File: src/rtl/cpu_ctrl_pkg.sv
// Shared constants and control-bundle layout for the RV32I(+M) decode path.
// The bundle is a packed struct whose first field sits at the MSB end.
package cpu_ctrl_pkg;

  // ALU operations; the M-extension ops are consecutive so funct3 can index them.
  localparam logic [4:0] ALU_ADD    = 5'd0;
  localparam logic [4:0] ALU_SUB    = 5'd1;
  localparam logic [4:0] ALU_SLL    = 5'd2;
  localparam logic [4:0] ALU_SLT    = 5'd3;
  localparam logic [4:0] ALU_SLTU   = 5'd4;
  localparam logic [4:0] ALU_XOR    = 5'd5;
  localparam logic [4:0] ALU_SRL    = 5'd6;
  localparam logic [4:0] ALU_SRA    = 5'd7;
  localparam logic [4:0] ALU_OR     = 5'd8;
  localparam logic [4:0] ALU_AND    = 5'd9;
  localparam logic [4:0] ALU_MUL    = 5'd10;
  localparam logic [4:0] ALU_MULH   = 5'd11;
  localparam logic [4:0] ALU_MULHSU = 5'd12;
  localparam logic [4:0] ALU_MULHU  = 5'd13;
  localparam logic [4:0] ALU_DIV    = 5'd14;
  localparam logic [4:0] ALU_DIVU   = 5'd15;
  localparam logic [4:0] ALU_REM    = 5'd16;
  localparam logic [4:0] ALU_REMU   = 5'd17;
  localparam logic [4:0] ALU_PASSB  = 5'd18;

  localparam logic [1:0] MODE_USER    = 2'd0;
  localparam logic [1:0] MODE_SUPERV  = 2'd1;
  localparam logic [1:0] MODE_MACHINE = 2'd3;

  localparam logic [3:0] EXC_ILLEGAL    = 4'd2;
  localparam logic [3:0] EXC_BREAKPOINT = 4'd3;
  localparam logic [3:0] EXC_ECALL_U    = 4'd8;
  localparam logic [3:0] EXC_ECALL_S    = 4'd9;
  localparam logic [3:0] EXC_ECALL_M    = 4'd11;

  localparam logic [6:0] OP_LUI    = 7'h37;
  localparam logic [6:0] OP_AUIPC  = 7'h17;
  localparam logic [6:0] OP_JAL    = 7'h6F;
  localparam logic [6:0] OP_JALR   = 7'h67;
  localparam logic [6:0] OP_BRANCH = 7'h63;
  localparam logic [6:0] OP_LOAD   = 7'h03;
  localparam logic [6:0] OP_STORE  = 7'h23;
  localparam logic [6:0] OP_IMM    = 7'h13;
  localparam logic [6:0] OP_REG    = 7'h33;
  localparam logic [6:0] OP_FENCE  = 7'h0F;
  localparam logic [6:0] OP_SYSTEM = 7'h73;

  // Bit offsets of each field inside the CTRL_W-wide bundle.
  localparam int OFS_RET_LEVEL  = 0;
  localparam int OFS_RET        = 2;
  localparam int OFS_CSR_OP     = 3;
  localparam int OFS_CSR_SRC    = 5;
  localparam int OFS_CSR_WRITE  = 6;
  localparam int OFS_CSR_READ   = 7;
  localparam int OFS_SLT_UNS    = 8;
  localparam int OFS_SLT        = 9;
  localparam int OFS_PC_IMM     = 10;
  localparam int OFS_PC_TO_REG  = 11;
  localparam int OFS_JALR       = 12;
  localparam int OFS_JUMP       = 13;
  localparam int OFS_BR_FUNCT   = 14;
  localparam int OFS_BRANCH     = 17;
  localparam int OFS_LOAD_UNS   = 18;
  localparam int OFS_MEM_SIZE   = 19;
  localparam int OFS_WRITE_REG  = 21;
  localparam int OFS_WRITE_MEM  = 22;
  localparam int OFS_MEM_TO_REG = 23;
  localparam int OFS_ALU_SRC    = 24;
  localparam int OFS_ALU_OP     = 25;
  localparam int CTRL_W         = 30;

  typedef struct packed {
    logic [4:0] alu_op;
    logic       alu_src;
    logic       mem_to_reg;
    logic       write_mem;
    logic       write_reg;
    logic [1:0] mem_size;
    logic       load_uns;
    logic       branch;
    logic [2:0] br_funct;
    logic       jump;
    logic       jalr;
    logic       pc_to_reg;
    logic       pc_imm;
    logic       slt;
    logic       slt_uns;
    logic       csr_read;
    logic       csr_write;
    logic       csr_src;
    logic [1:0] csr_op;
    logic       ret;
    logic [1:0] ret_level;
  } ctrl_t;

  function automatic logic [3:0] ecall_code(input logic [1:0] mode);
    case (mode)
      MODE_USER:   return EXC_ECALL_U;
      MODE_SUPERV: return EXC_ECALL_S;
      default:     return EXC_ECALL_M;
    endcase
  endfunction

endpackage

File: src/rtl/decode_ctrl_comb.sv
// Pure combinational RV32I(+M) decoder: instruction and privilege in,
// control bundle and exception info out. Trapping entries carry no control.
module decode_ctrl_comb
  import cpu_ctrl_pkg::*;
#(
  parameter bit ENABLE_M = 1'b0
) (
  input  logic [31:0]       instr,
  input  logic [1:0]        mode,
  output logic [CTRL_W-1:0] ctrl,
  output logic              excep,
  output logic [3:0]        excep_code
);

  logic [6:0]  opcode;
  logic [2:0]  funct3;
  logic [6:0]  funct7;
  logic [4:0]  rd;
  logic [4:0]  rs1;
  logic [11:0] funct12;

  assign opcode  = instr[6:0];
  assign rd      = instr[11:7];
  assign funct3  = instr[14:12];
  assign rs1     = instr[19:15];
  assign funct7  = instr[31:25];
  assign funct12 = instr[31:20];

  ctrl_t      c;
  logic       illegal;
  logic       trap;
  logic [3:0] trap_code;
  logic [1:0] ret_lvl;

  always_comb begin
    c         = '0;
    illegal   = 1'b0;
    trap      = 1'b0;
    trap_code = '0;
    ret_lvl   = '0;
    case (opcode)
      OP_LUI: begin
        c.alu_op = ALU_PASSB; c.alu_src = 1'b1; c.write_reg = 1'b1;
      end
      OP_AUIPC: begin
        c.pc_imm = 1'b1; c.write_reg = 1'b1;
      end
      OP_JAL: begin
        c.jump = 1'b1; c.pc_to_reg = 1'b1; c.write_reg = 1'b1;
      end
      OP_JALR: begin
        if (funct3 != 3'd0) illegal = 1'b1;
        c.jump = 1'b1; c.jalr = 1'b1; c.pc_to_reg = 1'b1;
        c.write_reg = 1'b1; c.alu_src = 1'b1; c.alu_op = ALU_ADD;
      end
      OP_BRANCH: begin
        if (funct3 == 3'd2 || funct3 == 3'd3) illegal = 1'b1;
        c.branch = 1'b1; c.br_funct = funct3; c.alu_op = ALU_SUB;
      end
      OP_LOAD: begin
        if (funct3[1:0] == 2'd3 || funct3 >= 3'd6) illegal = 1'b1;
        c.mem_to_reg = 1'b1; c.write_reg = 1'b1; c.alu_src = 1'b1;
        c.mem_size = funct3[1:0] + 2'd1; c.load_uns = funct3[2];
      end
      OP_STORE: begin
        if (funct3 >= 3'd3) illegal = 1'b1;
        c.write_mem = 1'b1; c.alu_src = 1'b1; c.mem_size = funct3[1:0] + 2'd1;
      end
      OP_IMM: begin
        c.alu_src = 1'b1; c.write_reg = 1'b1;
        case (funct3)
          3'd0: c.alu_op = ALU_ADD;
          3'd1: begin c.alu_op = ALU_SLL; if (funct7 != 7'h00) illegal = 1'b1; end
          3'd2: begin c.alu_op = ALU_SLT; c.slt = 1'b1; end
          3'd3: begin c.alu_op = ALU_SLTU; c.slt_uns = 1'b1; end
          3'd4: c.alu_op = ALU_XOR;
          3'd5: begin
            if (funct7 == 7'h00)      c.alu_op = ALU_SRL;
            else if (funct7 == 7'h20) c.alu_op = ALU_SRA;
            else                      illegal = 1'b1;
          end
          3'd6: c.alu_op = ALU_OR;
          default: c.alu_op = ALU_AND;
        endcase
      end
      OP_REG: begin
        c.write_reg = 1'b1;
        if (funct7 == 7'h00) begin
          case (funct3)
            3'd0: c.alu_op = ALU_ADD;
            3'd1: c.alu_op = ALU_SLL;
            3'd2: begin c.alu_op = ALU_SLT; c.slt = 1'b1; end
            3'd3: begin c.alu_op = ALU_SLTU; c.slt_uns = 1'b1; end
            3'd4: c.alu_op = ALU_XOR;
            3'd5: c.alu_op = ALU_SRL;
            3'd6: c.alu_op = ALU_OR;
            default: c.alu_op = ALU_AND;
          endcase
        end else if (funct7 == 7'h20 && funct3 == 3'd0) begin
          c.alu_op = ALU_SUB;
        end else if (funct7 == 7'h20 && funct3 == 3'd5) begin
          c.alu_op = ALU_SRA;
        end else if (funct7 == 7'h01 && ENABLE_M) begin
          c.alu_op = ALU_MUL + {2'b00, funct3};
        end else begin
          illegal = 1'b1;
        end
      end
      OP_FENCE: ;  // no ordering to enforce in an in-order pipe: decodes as a nop
      OP_SYSTEM: begin
        if (funct3 == 3'd0) begin
          case (funct12)
            12'h000: begin trap = 1'b1; trap_code = ecall_code(mode); end
            12'h001: begin trap = 1'b1; trap_code = EXC_BREAKPOINT; end
            12'h002, 12'h102, 12'h302: begin
              // uret/sret/mret differ only in bits [9:8], which are the target level.
              ret_lvl = funct12[9:8];
              if (mode >= ret_lvl) begin c.ret = 1'b1; c.ret_level = ret_lvl; end
              else illegal = 1'b1;
            end
            default: illegal = 1'b1;
          endcase
        end else if (funct3 == 3'd4) begin
          illegal = 1'b1;
        end else begin
          c.csr_src   = funct3[2];
          c.csr_op    = funct3[1:0] - 2'd1;
          c.csr_read  = !(funct3[1:0] == 2'd1 && rd == 5'd0);
          c.csr_write = !(funct3[1:0] != 2'd1 && rs1 == 5'd0);
          c.write_reg = c.csr_read;
          if (funct12[9:8] > mode) illegal = 1'b1;
          if (funct12[11:10] == 2'b11 && c.csr_write) illegal = 1'b1;
        end
      end
      default: illegal = 1'b1;
    endcase
    if (illegal) begin
      trap      = 1'b1;
      trap_code = EXC_ILLEGAL;
    end
  end

  assign ctrl       = trap ? '0 : c;
  assign excep      = trap;
  assign excep_code = trap_code;

endmodule

File: src/rtl/decode_ctrl_q.sv
// Registered decoder: decodes on the way in and queues bundles in a DEPTH-entry
// FIFO between IF/ID and ID/EX; outputs come directly from the head entry.
module decode_ctrl_q
  import cpu_ctrl_pkg::*;
#(
  parameter bit ENABLE_M = 1'b0,
  parameter int DEPTH    = 2
) (
  input  logic              clk,
  input  logic              rst,
  input  logic              flush,
  input  logic              in_valid,
  output logic              in_ready,
  input  logic [31:0]       instr,
  input  logic [1:0]        mode,
  output logic              out_valid,
  input  logic              out_ready,
  output logic [CTRL_W-1:0] out_ctrl,
  output logic [31:0]       out_instr,
  output logic              out_excep,
  output logic [3:0]        out_excep_code
);

  localparam int PW = (DEPTH > 1) ? $clog2(DEPTH) : 1;
  localparam int CW = $clog2(DEPTH) + 1;

  logic [CTRL_W-1:0] dec_ctrl;
  logic              dec_excep;
  logic [3:0]        dec_code;

  decode_ctrl_comb #(.ENABLE_M(ENABLE_M)) u_dec (
    .instr      (instr),
    .mode       (mode),
    .ctrl       (dec_ctrl),
    .excep      (dec_excep),
    .excep_code (dec_code)
  );

  logic [CTRL_W-1:0] ctrl_mem  [DEPTH];
  logic [31:0]       instr_mem [DEPTH];
  logic              excep_mem [DEPTH];
  logic [3:0]        code_mem  [DEPTH];

  logic [PW-1:0] wr_ptr_reg, wr_ptr_next;
  logic [PW-1:0] rd_ptr_reg, rd_ptr_next;
  logic [CW-1:0] count_reg, count_next;
  logic          push, pop, wr_en;

  function automatic logic [PW-1:0] ptr_inc(input logic [PW-1:0] p);
    return (p == PW'(DEPTH - 1)) ? '0 : p + PW'(1);
  endfunction

  assign in_ready  = count_reg < CW'(DEPTH);
  assign out_valid = count_reg != '0;
  assign push      = in_valid && in_ready;
  assign pop       = out_valid && out_ready;
  // A push coinciding with rst/flush is dropped, so it must not touch storage either.
  assign wr_en     = push && !flush && !rst;

  always_comb begin
    wr_ptr_next = push ? ptr_inc(wr_ptr_reg) : wr_ptr_reg;
    rd_ptr_next = pop  ? ptr_inc(rd_ptr_reg) : rd_ptr_reg;
    count_next  = count_reg + CW'(push) - CW'(pop);
  end

  always_ff @(posedge clk) begin
    if (rst) begin
      wr_ptr_reg <= '0;
      rd_ptr_reg <= '0;
      count_reg  <= '0;
    end else if (flush) begin
      wr_ptr_reg <= '0;
      rd_ptr_reg <= '0;
      count_reg  <= '0;
    end else begin
      wr_ptr_reg <= wr_ptr_next;
      rd_ptr_reg <= rd_ptr_next;
      count_reg  <= count_next;
    end
  end

  always_ff @(posedge clk) begin
    if (wr_en) begin
      ctrl_mem[wr_ptr_reg]  <= dec_ctrl;
      instr_mem[wr_ptr_reg] <= instr;
      excep_mem[wr_ptr_reg] <= dec_excep;
      code_mem[wr_ptr_reg]  <= dec_code;
    end
  end

  assign out_ctrl       = out_valid ? ctrl_mem[rd_ptr_reg]  : '0;
  assign out_instr      = out_valid ? instr_mem[rd_ptr_reg] : '0;
  assign out_excep      = out_valid ? excep_mem[rd_ptr_reg] : 1'b0;
  assign out_excep_code = out_valid ? code_mem[rd_ptr_reg]  : '0;

endmodule

File: config.mk
export PLATFORM = sky130hd
export DESIGN_NAME = decode_ctrl_q
export DESIGN_NICKNAME = d
export VERILOG_FILES = /design/src/rtl/cpu_ctrl_pkg.sv /design/src/rtl/decode_ctrl_comb.sv /design/src/rtl/decode_ctrl_q.sv
export SDC_FILE = /design/constraint.sdc
export NUM_CORES = 1
export LEC_CHECK = 0
export ABC_CLOCK_PERIOD_IN_PS = 4710
export BUFFER_PORTS_ARGS = -buffer_cell sky130_fd_sc_hd__buf_4
export CAP_MARGIN = 25
export CELL_PAD_IN_SITES_DETAIL_PLACEMENT = 0
export CELL_PAD_IN_SITES_GLOBAL_PLACEMENT = 1
export CORE_UTILIZATION = 46
export DETAILED_ROUTE_END_ITERATION = 12
export PLACE_DENSITY = 0.82
export SLEW_MARGIN = 0
export SYNTH_ARGS = -nofsm -noshare
export SYNTH_HDL_FRONTEND = slang
export SYNTH_HIERARCHICAL = 1
export SYNTH_SLANG_ARGS = --single-unit
File: constraint.sdc
create_clock -name clk -period 4.71 [get_ports clk]
set_clock_uncertainty 0.1 [all_clocks]
set_input_delay 0 -clock clk [delete_from_list [all_inputs] [get_ports clk]]
set_output_delay 0 -clock clk [all_outputs]
set_load 0.05 [all_outputs]
* Word-level counts from Yosys, hierarchy flattened
Memories as Yosys holds them, arrays and structs flattened. A register that Yosys moved wholly into a read port is not among the register bits.
Index checks and enable logic that the tools add are counted.
** Word-level totals
- Register bits :: 4
- Memory bits (writable) :: 134
- Input bits :: 39
- Output and inout port bits :: 69
- Word-level logic and storage cells :: 151
- Memories kept :: 4
** Memory list
- instr_mem :: words 2, width 32, rd ports 1, clocked after memory_dff 1, wr ports 1, RTL line decode_ctrl_q.sv:40 : logic [31:0] instr_mem [DEPTH];
- ctrl_mem :: words 2, width 30, rd ports 1, clocked after memory_dff 1, wr ports 1, RTL line decode_ctrl_q.sv:39 : logic [CTRL_W-1:0] ctrl_mem [DEPTH];
- code_mem :: words 2, width 4, rd ports 1, clocked after memory_dff 1, wr ports 1, RTL line decode_ctrl_q.sv:42 : logic [3:0] code_mem [DEPTH];
- excep_mem :: words 2, width 1, rd ports 1, clocked after memory_dff 1, wr ports 1, RTL line decode_ctrl_q.sv:41 : logic excep_mem [DEPTH];
** Cells by class
- Add/subtract/negate cells :: 6
- $lt $le $gt $ge :: 5
- Equality and inequality tests :: 27
- Muxes and demuxes :: 74
- Reductions and logical operators :: 32
** Operators with widths (number)
- $mux 30 :: 2
- $mux 1 :: 43
- $pmux 5 s7 :: 1
- $mux 32 :: 1
- $eq 7x6->1 const B :: 4
- $eq 7x7->1 const B :: 4
- $pmux 4 s7 :: 1
- $mux 5 :: 5
- $mux 4 :: 5
- $pmux 5 s4 :: 1
- $mux 3 :: 5
- $eq 7x5->1 const B :: 2
- $eq 12x1->1 const B :: 1
- $eq 12x10->1 const B :: 1
- $eq 12x2->1 const B :: 1
- $eq 12x9->1 const B :: 1
- $logic_not 12->1 :: 1
- $logic_not 5->1 :: 2
- $eq 3x3->1 const B :: 3
- $logic_and 1x1->1 :: 9
- $mux 8 :: 1
- $pmux 1 s8 :: 1
- $pmux 2 s2 :: 2
- $pmux 4 s2 :: 1
- 32 further kinds :: 46

* Longest topological paths before layout
Gate-level depths: netlist of run 1.
- Depth in word-level cells :: 10
- Gate-level depth with buffers :: 10
- Gate-level depth less buffers :: 8

* By module
Netlist of run 1, hierarchy kept.
** Modules (own cells, without submodules)
- decode_ctrl_q :: times used 1, cells an instance 313, area an instance 5306.3 um^2, seq. area each 4124.0 um^2
- decode_ctrl_comb :: times used 1, cells an instance 164, area an instance 1143.6 um^2, seq. area each 0.0 um^2

* Least setup slack after synthesis of run 1
No wires, ideal clock.
- Path kind :: reg2reg
- Start point :: register count_reg[1]
- End point :: memory code_mem[0][0] (enable)
- Setup time :: 0.492 ns
- Arrival :: 3.438 ns
- Required time :: 4.118 ns
- Path slack :: 0.680 ns
- Stages on the path, launching flop included :: 4
- Buffers on the path :: 0
- Clock period less this slack :: 4.030 ns
- Cell sequence :: dfxtp_1 nor2b_1 nand2_1 nor2_1
** Between the ends
- Longest elaborated chain between the ends :: 6
** Ends and longest elaborated chain
- start: declaration :: RTL line decode_ctrl_q.sv:46 : logic [CW-1:0] count_reg, count_next;
- start signal: assignment :: RTL line decode_ctrl_q.sv:78 : count_reg <= count_next;
- $lt 2x2->1 :: RTL line decode_ctrl_q.sv:53 : assign in_ready = count_reg < CW'(DEPTH);
- $logic_and 1x1->1 :: RTL line decode_ctrl_q.sv:55 : assign push = in_valid && in_ready;
- $logic_and 1x1->1 (2 in series) :: RTL line decode_ctrl_q.sv:58 : assign wr_en = push && !flush && !rst;
- $mux 1 :: RTL line decode_ctrl_q.sv:83 : if (wr_en) begin
- $mux 1 (implied by the code) :: RTL line decode_ctrl_q.sv:87 : code_mem[wr_ptr_reg] <= dec_code;
- end: declaration :: RTL line decode_ctrl_q.sv:42
Every way passes these cells.

* Worst setup path in the final report of run 1
- Start point :: input instr[12]
- End point :: memory ctrl_mem[0][11] (data pin)
** Between the ends
- Longest elaborated chain between the ends :: 10
- Elaborated cells on any way between the ends :: 34
- Those cells by class :: order compare (2); eq/ne (7); mux (16); reduce/logical (9)
** Ends and longest elaborated chain
- start: declaration :: RTL line decode_ctrl_q.sv:14 : input logic [31:0] instr,
- $ne 2x1->1 :: RTL line decode_ctrl_comb.sv:129 : c.csr_write = !(funct3[1:0] != 2'd1 && rs1 == 5'd0);
- $logic_and 1x1->1 :: RTL line decode_ctrl_comb.sv:129
- $logic_not 1->1 :: RTL line decode_ctrl_comb.sv:129
- $logic_and 1x1->1 :: RTL line decode_ctrl_comb.sv:132 : if (funct12[11:10] == 2'b11 && c.csr_write) illegal = 1'b1;
- $mux 1 :: RTL line decode_ctrl_comb.sv:132
- $mux 1 :: RTL line decode_ctrl_comb.sv:123 : end else if (funct3 == 3'd4) begin
- $mux 1 :: RTL line decode_ctrl_comb.sv:111 : if (funct3 == 3'd0) begin
- $pmux 1 s8 :: RTL line decode_ctrl_comb.sv:41 : case (opcode)
- $mux 1 (*) :: RTL line decode_ctrl_comb.sv:137 : if (illegal) begin
- $mux 30 (*) :: RTL line decode_ctrl_comb.sv:143 : assign ctrl = trap ? '0 : c;
- via dec_ctrl[11] :: RTL line decode_ctrl_q.sv:27 : logic [CTRL_W-1:0] dec_ctrl;
- end: declaration :: RTL line decode_ctrl_q.sv:39
Mark *: on every way through the listed nets, which the timed path passes. The rest lies on a longest branch.

==> results of run 1 <==
cells in the mapped netlist (2+ instances only):
cell	n	share of area, %
nand2b_1	4	0.39
a21oi_1	3	0.23
nand4b_1	2	0.27
nor2_1	83	4.8
ha_1	7	1.4
nor3_2	11	1.7
and3b_1	2	0.27
o21ai_1	2	0.16
o21ai_0	10	0.78
mux2i_1	67	10
buf_4	7	0.81
or4_4	2	0.35
buf_2	2	0.16
nor3_1	11	0.85
clkbuf_1	9	0.52
nor4_1	12	1.2
dfxtp_1	5	1.6
nor3b_1	4	0.47
or3_4	2	0.35
nand4_1	2	0.19
edfxtp_1	134	62
and2_1	3	0.29
buf_6	8	1.4
nor2b_1	7	0.68
nand3b_1	2	0.23
a211oi_1	2	0.23
and3_1	2	0.19
inv_1	13	0.76
xor2_1	2	0.27
nand2_1	21	1.2
metal layers:
layer | share of wire (%) | vias up | track usage, %
met5 | 0 | - | 0
met4 | 1.4 | 0 | 6.40
met3 | 4.6 | 18 | 6.56
li1 | - | 2058 | -
met2 | 49 | 108 | 32.7
met1 | 45 | 2126 | 26.4
cell usage in the layout (no fill, tap or decap), types with 11 or more instances in the layout:
cell           netlist  routed
buf_4                7     110
clkbuf_16            0      17
dlygate4sd3_1        0      41
edfxtp_1           134     134
inv_1               13      13
mux2i_1             67      67
nand2_1             21      21
nor2_1              83      82
nor3_1              11      11
nor3_2              11      11
nor4_1              12      12
critical path, stage by stage:
cell           delay [ns]
dlygate4sd3_1        0.54
buf_4                0.17
inv_1                0.09
ha_1                 0.38
nor2b_1              0.26
o311ai_0             0.19
nor4_2               0.51
o211ai_4             0.34
nor4_1               0.55
power groups by stage:
stage                     sequential, mW  clock (mW)  combinational [mW]
after global placement              1.41           0               0.263
after floorplan                     1.40           0               0.177
after CTS                           1.38        1.42               0.298
final                               1.38        1.40               0.297
after detailed placement            1.40           0               0.271
after global routing                1.38        1.48               0.317
final cells by class:
| cell class | count | area (µm²) |
|---|---|---|
| clock inverters | 11 | 168 |
| flip-flops and latches | 139 | 4130 |
| inverters | 13 | 48.8 |
| repair buffers | 152 | 1260 |
| multi-input cells | 298 | 2100 |
| clock buffers | 21 | 460 |
| well taps | 176 | 220 |
| fillers | 1036 | 5060 |
cells by family (layout without fill, tap and decap cells):
group	Yosys count	in the layout	synth area share [%]
compound gates	39	39	4.87
xor+xnor	3	3	0.407
fa+ha+maj	7	7	1.36
buf+inv	40	197	3.71
flops	139	139	63.9
mux	67	67	10.4
other cells	1	1	0.0581
simple gates	181	181	15.3
what timing repair did:
action	4_1_cts	5_1_grt
hold buffers	41	0
buffers inserted	0	0
hold endpoints to repair	92	0
through the flow:
stage / instances / setup WS [ns] / instance area (µm²) / power (mW) / util, %
final: 810 / 1.71 / 8390 / 3.08 / 62.4
after global routing: 810 / 1.55 / 8390 / 3.17 / 62.4
after CTS: 810 / 1.74 / 8390 / 3.10 / 62.4
after detailed placement: 737 / 1.90 / 7350 / 1.68 / 54.7
after global placement: 736 / 2.12 / 7330 / 1.67 / 54.5
after floorplan: 477 / 0.680 / 6450 / 1.58 / -
worst max path at each step:
stage                                 end  slack [ns]  depth (start not counted)
after floorplan            code_mem[0][0]        0.68                          3
after global placement    ctrl_mem[0][11]        2.12                          8
after detailed placement  ctrl_mem[1][11]        1.90                          8
after CTS                  code_mem[1][0]        1.74                          9
after global routing      ctrl_mem[0][11]        1.55                          9
final                     ctrl_mem[0][11]        1.71                          9
==> flow_summary.json, run 1 <==
{
  "min_path_type": "in2reg",
  "drive_gt1_share_pct": 26.8,
  "clkPwrFrac_pct": 45.5,
  "cts_root_buf": "clkbuf_16",
  "start_kind": "input pin",
  "synth_top_flop_cell": "edfxtp_1",
  "drc": 0,
  "cp-startpoint": "instr[12]",
  "cts_buffers": 17,
  "tightestPinTransition_ns": 0.974,
  "clock_latency_ns": 0.42,
  "core_um2": 13500,
  "yosysWarnings": 6,
  "cp_max_fo": 18,
  "drt-initial-drc-count": 383,
  "hold_violations": 0,
  "cts_tree": "built",
  "start_util_pct": 47.9,
  "rsz0062_at_grt": "no",
  "via_per_inst": 5.32,
  "cts_sinks": 139,
  "cts_htree_levels": 4,
  "power_switching_mw": 0.687,
  "fin_nets": 667,
  "syn_area_um2": 6450,
  "synth_nets": 523,
  "criticalPathCategory": "in2reg",
  "max_cap_viol_count": 0,
  "largest_register_ffs": 64,
  "synth-seq-cells": 139,
  "whs_ns": 0.214,
  "grt_antenna_before_repair": 0,
  "area_growth_pct": 30.1,
  "rrSetupSlack_ns": 2.59,
  "die-area_um2": 14500,
  "synth_cells": 477,
  "grt_pass1_vias": 4202,
  "slew-limit-headroom_pct": 35.1,
  "ir_drop_mv": 0.348,
  "largestRegisters": "instr_mem: 64 flops, ctrl_mem: 60 flops, code_mem: 8 flops",
  "die_x_um": 120,
  "firstDrtPassIters": 5,
  "cts_max_path_buffers": 2,
  "worstPathRequired_ns": 4.75,
  "hold_start": "instr[22]",
  "power_frac_comb_pct": 9.6,
  "power_density_nw_per_um2": 367,
  "fin_crit_sh_pct": 63.7,
  "regMostFlops": "instr_mem",
  "status": "completed",
  "hpwl_um": 8830,
  "postRouteAntennaNets": 0,
  "endpoint_kind": "flop",
  "synth_cell_type_count": 66,
  "synth_edf_count": 134,
  "final.setup.tns_ns": 0,
  "cp_data_arrival_time_ns": 3.04,
  "ys_seq_area_share_pct": 63.9,
  "clk_pin_slew_ns": 0.06,
  "ctsResizeCount": 0,
  "grt.overflow.total": 0,
  "seqPwrFrac_pct": 44.8,
  "wl_per_cell_um": 17.4,
  "wl_um": 14100,
  "place_congestion": 0.829,
  "portBuffers": 107,
  "std_cell_rows": 42,
  "vias": 4310,
  "synthArstFlopShare_pct": 0,
  "die_h_um": 120,
  "whs_path_depth": 2,
  "leakage_nw": 2.88,
  "swShare_pct": 22.3,
  "syn_area_per_cell_um2": 13.5,
  "ios": 108,
  "rr_endpoint": "instr_mem[0][5]",
  "grt.total_usage_pct": 20.4,
  "rr_startpoint": "count_reg[1]",
  "n_antenna_cell": 0,
  "min_period_ns": 3.00,
  "finalMaxSlewViolations": 0,
  "p_int_mw": 2.39,
  "grt_max_degree": 69,
  "max_freq_ghz": 0.333,
  "min_to": "instr_mem[0][22]",
  "reg2reg_depth": 4,
  "finalSetupViolCount": 0,
  "grt_pass1_wl_um": 22000
}
Note: power is estimated with default switching activity, not from simulation.
==> run 2: changes to the inputs <==
Settings changed: ABC_CLOCK_PERIOD_IN_PS 4710 to 2800.
Clock period 4.71 ns to 2.8 ns, I/O delays scaled along.
==> run 2 against run 1 <==
Against the previous run: register-to-register slack lost 1.8 ns; global-route usage grew 0.54 points; count of clock-buffer cells in the layout shrank 4; total power grew 72%; die area is the same; non-clock buffer count grew 4; combinational power grew 73%; hold slack lost 0.11 ns; clock power grew 75%; final area grew 1.1%; flip-flop and latch count is the same; highest routed layer unchanged.
==> flow_summary.json, run 2 (synthesized netlist as in run 1, its figures left out) <==
{
  "min_period_ns": 2.67,
  "core_um2": 13500,
  "drc": 0,
  "start_util_pct": 47.9,
  "grt.total_usage_pct": 21.0,
  "grt_max_degree": 68,
  "whs_path_depth": 4,
  "portBuffers": 107,
  "die-area_um2": 14500,
  "rr_startpoint": "count_reg[1]",
  "max_cap_viol_count": 0,
  "rrSetupSlack_ns": 0.84,
  "worstPathRequired_ns": 2.87,
  "layout_commonest_cell": "edfxtp_1",
  "hold_start": "in_valid",
  "criticalPathCategory": "in2reg",
  "start_kind": "input pin",
  "clock_latency_ns": 0.41,
  "final_area_um2": 8480,
  "cts_sinks": 139,
  "cp_max_fo": 18,
  "fin_nets": 671,
  "cts_max_path_buffers": 2,
  "hpwl_um": 9410,
  "via_per_inst": 5.34,
  "cp_slowest_cell": "or4_4",
  "grt.overflow.total": 0,
  "reg2reg_depth": 3,
  "min_path_type": "in2reg",
  "cts_htree_levels": 4,
  "largestRegisters": "instr_mem: 64 flops, ctrl_mem: 60 flops, code_mem: 8 flops",
  "endpoint_kind": "flop",
  "cp.buffers_inverters": 2,
  "ios": 108,
  "die_h_um": 120,
  "drt-initial-drc-count": 341,
  "post_cts_buffers": 0,
  "n_antenna_cell": 0,
  "max_freq_ghz": 0.375,
  "postRouteAntennaNets": 0,
  "slew-limit-headroom_pct": 44.5,
  "rr_endpoint": "ctrl_mem[1][24]",
  "finalSetupViolCount": 0,
  "std_cell_rows": 42,
  "area_growth_pct": 31.5,
  "min_to": "count_reg[1]",
  "n_fill_cell": 1040,
  "cts_tree": "built",
  "vias": 4346,
  "cts_root_buf": "clkbuf_16",
  "place_congestion": 0.928,
  "wl_um": 14700,
  "ir_drop_mv": 0.497,
  "grt_antenna_before_repair": 0,
  "final_cell_mix": "edfxtp_1, buf_4, nor2_1, mux2i_1, dlygate4sd3_1",
  "critical_path.top_delay_family": "simple AND/OR/NAND/NOR gates",
  "max_stage_delay_ns": 0.57,
  "largest_register_ffs": 64,
  "leakage_nw": 2.91,
  "finalPower_mw": 5.28,
  "regMostFlops": "instr_mem",
  "status": "completed",
  "tightestPinTransition_ns": 0.831,
  "cp_data_arrival_time_ns": 2.73,
  "fin_crit_sh_pct": 95.2,
  "firstDrtPassIters": 5,
  "finalMaxSlewViolations": 0,
  "power_density_nw_per_um2": 623,
  "clk_pin_slew_ns": 0.06,
  "hold_violations": 0,
  "cp_cell_sequence": "dlygate4sd3_1 > buf_4 > or4_4 > nor3_4 > a211oi_2 > nor4_2 > o211ai_4 > or2_2",
  "placed_area_um2": 7410,
  "drive_gt1_share_pct": 28.4,
  "grt_pass1_wl_um": 22600,
  "grt_pass1_vias": 4230,
  "wl_per_cell_um": 18.1,
  "die_x_um": 120,
  "cts_buffers": 17
}
[run 2: cell types whose count changed in the layout (fill, tap and decap cells not counted), sizes merged]
cell,change
buf,+5
dlygate4sd3,-1
bufinv,+1
inv,+1
clkinvlp,+2
clkbuf,-4
[run 2: routing by layer]
layer / global-route usage [%] / routed length [µm] / vias up
met5: 0 / 0 / -
met4: 9.72 / 294 / 0
met3: 3.82 / 571 / 21
met2: 33.4 / 7260 / 116
met1: 27.9 / 6620 / 2134
li1: - / - / 2075
[run 2: timing repair]
item | 4_1_cts | 5_1_grt
hold buffers | 40 | 0
resized for setup | 0 | 4
endpoints found under the setup margin | 0 | 10
endpoints found under the hold margin | 89 | 0
[run 2: worst max-delay path by stage]
stage / from / endpoint / cells past startpoint
4_1_cts: instr[27] / ctrl_mem[0][11] / 8
5_1_grt: instr[27] / excep_mem[0] / 8
2_1_floorplan: count_reg[1] / code_mem[1][0] / 2
3_3_place_gp: instr[25] / ctrl_mem[1][11] / 7
3_5_place_dp: instr[25] / ctrl_mem[1][11] / 7
6_report: instr[27] / excep_mem[0] / 8
[run 2: area by class of cell]
| class | count | area (µm²) | share of cell area (%) |
|---|---|---|---|
| tap | 176 | 220 | 2.60 |
| clock buffer | 17 | 425 | 5.02 |
| clock inverter | 15 | 221 | 2.61 |
| timing repair buffer | 156 | 1310 | 15.4 |
| inverter | 13 | 48.8 | 0.575 |
| sequential | 139 | 4130 | 48.7 |
| multi-input combinational | 298 | 2130 | 25.1 |
[run 2: tightest hold or removal path: stages]
cell and delay (ns):
buf_4 0.09, and4bb_1 0.22, o21ai_0 0.14, and3b_1 0.14
[run 2: metrics by stage]
step,utilization (%),setup slack (ns),cells,setup TNS (ns),hold slack [ns]
2_1_floorplan,-,0.0459,477,0,-0.0233
3_3_place_gp,55.1,0.337,742,0,0.0890
3_5_place_dp,55.1,0.155,742,0,0.0886
4_1_cts,62.9,0.00226,814,0,0.0922
5_1_grt,63.0,-0.000737,814,-0.00112,0.160
6_report,63.0,0.135,814,0,0.108
[run 2: power breakdown]
part / internal (mW) / leakage [nW] / switching (mW)
Combinational: 0.185 / 1.35 / 0.329
Clock: 1.58 / 0.307 / 0.871
Sequential: 2.30 / 1.25 / 0.0111
==> run 3: changes to the inputs <==
Settings changed: MAX_ROUTING_LAYER set to met4, SLEW_MARGIN 0 to 15.
==> run 3 against run 2 <==
Against the previous run: first-iteration DRC count shrank 6.2%; setup slack lost 0.0039 ns; die area is the same; sequential power is essentially flat; largest power group is now registers; cell count grew 0.12%.
==> flow_summary.json, run 3 (synthesized netlist as in run 1, its figures left out) <==
{
  "fin_crit_sh_pct": 95.3,
  "placed_area_um2": 7420,
  "finalSetupViolCount": 0,
  "layoutNonFillerInstCount": 815,
  "dp_slack_ns": 0.114,
  "cp_slowest_cell": "or4_4",
  "area_growth_pct": 29.2,
  "tightestPinTransition_ns": 0.713,
  "cts_htree_levels": 4,
  "leakage_nw": 2.85,
  "start_util_pct": 47.9,
  "grt_pass1_vias": 4305,
  "std_cell_rows": 42,
  "ios": 108,
  "core_um2": 13500,
  "cpMostUsedCell": "buf_4",
  "hpwl_um": 9260,
  "fin_nets": 673,
  "hold_violations": 0,
  "max_freq_ghz": 0.375,
  "min_period_ns": 2.67,
  "vias": 4312,
  "dp.cells": 743,
  "cts_buffers": 17,
  "regMostFlops": "instr_mem",
  "setup_slack_ns": 0.131,
  "hold_start": "instr[25]",
  "grt.total_usage_pct": 21.2,
  "drc": 0,
  "final.setup.tns_ns": 0,
  "status": "completed",
  "grt_max_degree": 69,
  "clk_pin_slew_ns": 0.06,
  "ir_drop_mv": 0.331,
  "firstDrtPassIters": 5,
  "rsz0062_at_grt": "no",
  "start_kind": "input pin",
  "max_cap_viol_count": 0,
  "cts_sinks": 139,
  "critical_path.top_delay_family": "simple AND/OR/NAND/NOR gates",
  "place_congestion": 0.880,
  "final_cell_mix": "edfxtp_1, buf_4, nor2_1, mux2i_1, dlygate4sd3_1",
  "drive_gt1_share_pct": 26.8,
  "endpoint_kind": "flop",
  "finalMaxSlewViolations": 0,
  "grt_antenna_before_repair": 0,
  "cts_root_buf": "clkbuf_16",
  "rrSetupSlack_ns": 0.84,
  "reg2reg_depth": 3,
  "wl_per_cell_um": 17.4,
  "slew-limit-headroom_pct": 52.4,
  "cp_max_fo": 14,
  "min_to": "ctrl_mem[1][0]",
  "grt.overflow.total": 0,
  "largest_register_ffs": 64,
  "drt-initial-drc-count": 320,
  "power_density_nw_per_um2": 562,
  "layout_commonest_cell": "edfxtp_1",
  "max_stage_delay_ns": 0.56,
  "cp_cell_sequence": "dlygate4sd3_1 > buf_4 > or4_4 > a2111oi_4 > nand2_1 > a21oi_2 > o211ai_4 > buf_4 > nor4_1",
  "final_area_um2": 8330,
  "die_h_um": 120,
  "criticalPathCategory": "in2reg",
  "clock_latency_ns": 0.40,
  "grt_pass1_wl_um": 22300,
  "largestRegisters": "instr_mem: 64 flops, ctrl_mem: 60 flops, code_mem: 8 flops",
  "post_cts_buffers": 0,
  "worstPathRequired_ns": 2.90,
  "cts_max_path_buffers": 2,
  "via_per_inst": 5.29,
  "cp.buffers_inverters": 3,
  "cts_tree": "built",
  "die_x_um": 120,
  "rr_endpoint": "ctrl_mem[1][23]",
  "rr_startpoint": "count_reg[1]",
  "wl_um": 14200,
  "whs_path_depth": 5,
  "portBuffers": 107,
  "n_antenna_cell": 0,
  "die-area_um2": 14500,
  "min_path_type": "in2reg",
  "postRouteAntennaNets": 0,
  "cp_data_arrival_time_ns": 2.77
}
## run 3: cell count changes in the layout (fill, tap and decap cells not counted), moves of 2 or more
cell       previous run  this run
nor4_2                5         1
nor4_1                8        11
clkinv_2              2         4
inv_6                 2         0
clkinv_4              2         0
clkinv_1              1         7
bufinv_16             5         0
## run 3: how the worst max path moves through the flow
stage / slack, ns / cells past startpoint / endpoint / from
final: 0.13 / 9 / ctrl_mem[1][27] / instr[27]
after global placement: 0.28 / 8 / ctrl_mem[0][27] / instr[25]
after CTS: 0.009 / 9 / ctrl_mem[1][27] / instr[27]
after floorplan: 0.05 / 2 / code_mem[1][0] / count_reg[1]
after detailed placement: 0.11 / 8 / ctrl_mem[1][27] / instr[25]
after global routing: 0.005 / 9 / ctrl_mem[1][27] / instr[27]
## run 3: worst reg2reg max path: stages (launching register included)
cell and delay (ns):
dfxtp_1 0.37, nor2b_1 0.29, and3_4 0.56, buf_12 0.29
## run 3: metrics by stage
stage | hold slack (ns) | util [%] | power, mW
3_3_place_gp | 0.0882 | 55.1 | 2.81
4_1_cts | 0.134 | 61.8 | 4.72
3_5_place_dp | 0.0845 | 55.1 | 2.82
5_1_grt | 0.180 | 61.9 | 4.85
2_1_floorplan | -0.0233 | - | 2.65
6_report | 0.166 | 61.9 | 4.68
## run 3: power breakdown
group,internal (mW),switching (mW),leakage (nW)
clock,1.09,0.764,0.238
combinational,0.185,0.324,1.36
sequential,2.30,0.0109,1.25
total,3.58,1.10,2.85
## run 3: timing repair
item                                   CTS  global route
hold buffers                            41             0
endpoints found under the hold margin   91             0
resized for setup                        0             2
setup endpoints to repair                0            12
## run 3: layout make-up
| class | count | area, µm² |
|---|---|---|
| Clock buffer | 18 | 429 |
| Clock inverter | 13 | 61.3 |
| Fill cell | 1072 | 5120 |
| Inverter | 13 | 48.8 |
| Multi-Input combinational cell | 298 | 2120 |
| Sequential cell | 139 | 4130 |
| Tap cell | 176 | 220 |
| Timing Repair Buffer | 158 | 1330 |
## run 3: per-layer routing
layer | vias to the layer above | global-route usage, % | part of all wire, %
met5 | - | - | 0
met4 | 0 | 8.26 | 1.1
met3 | 10 | 4.95 | 3.0
met2 | 88 | 32.8 | 49
met1 | 2133 | 27.1 | 47
li1 | 2081 | - | -
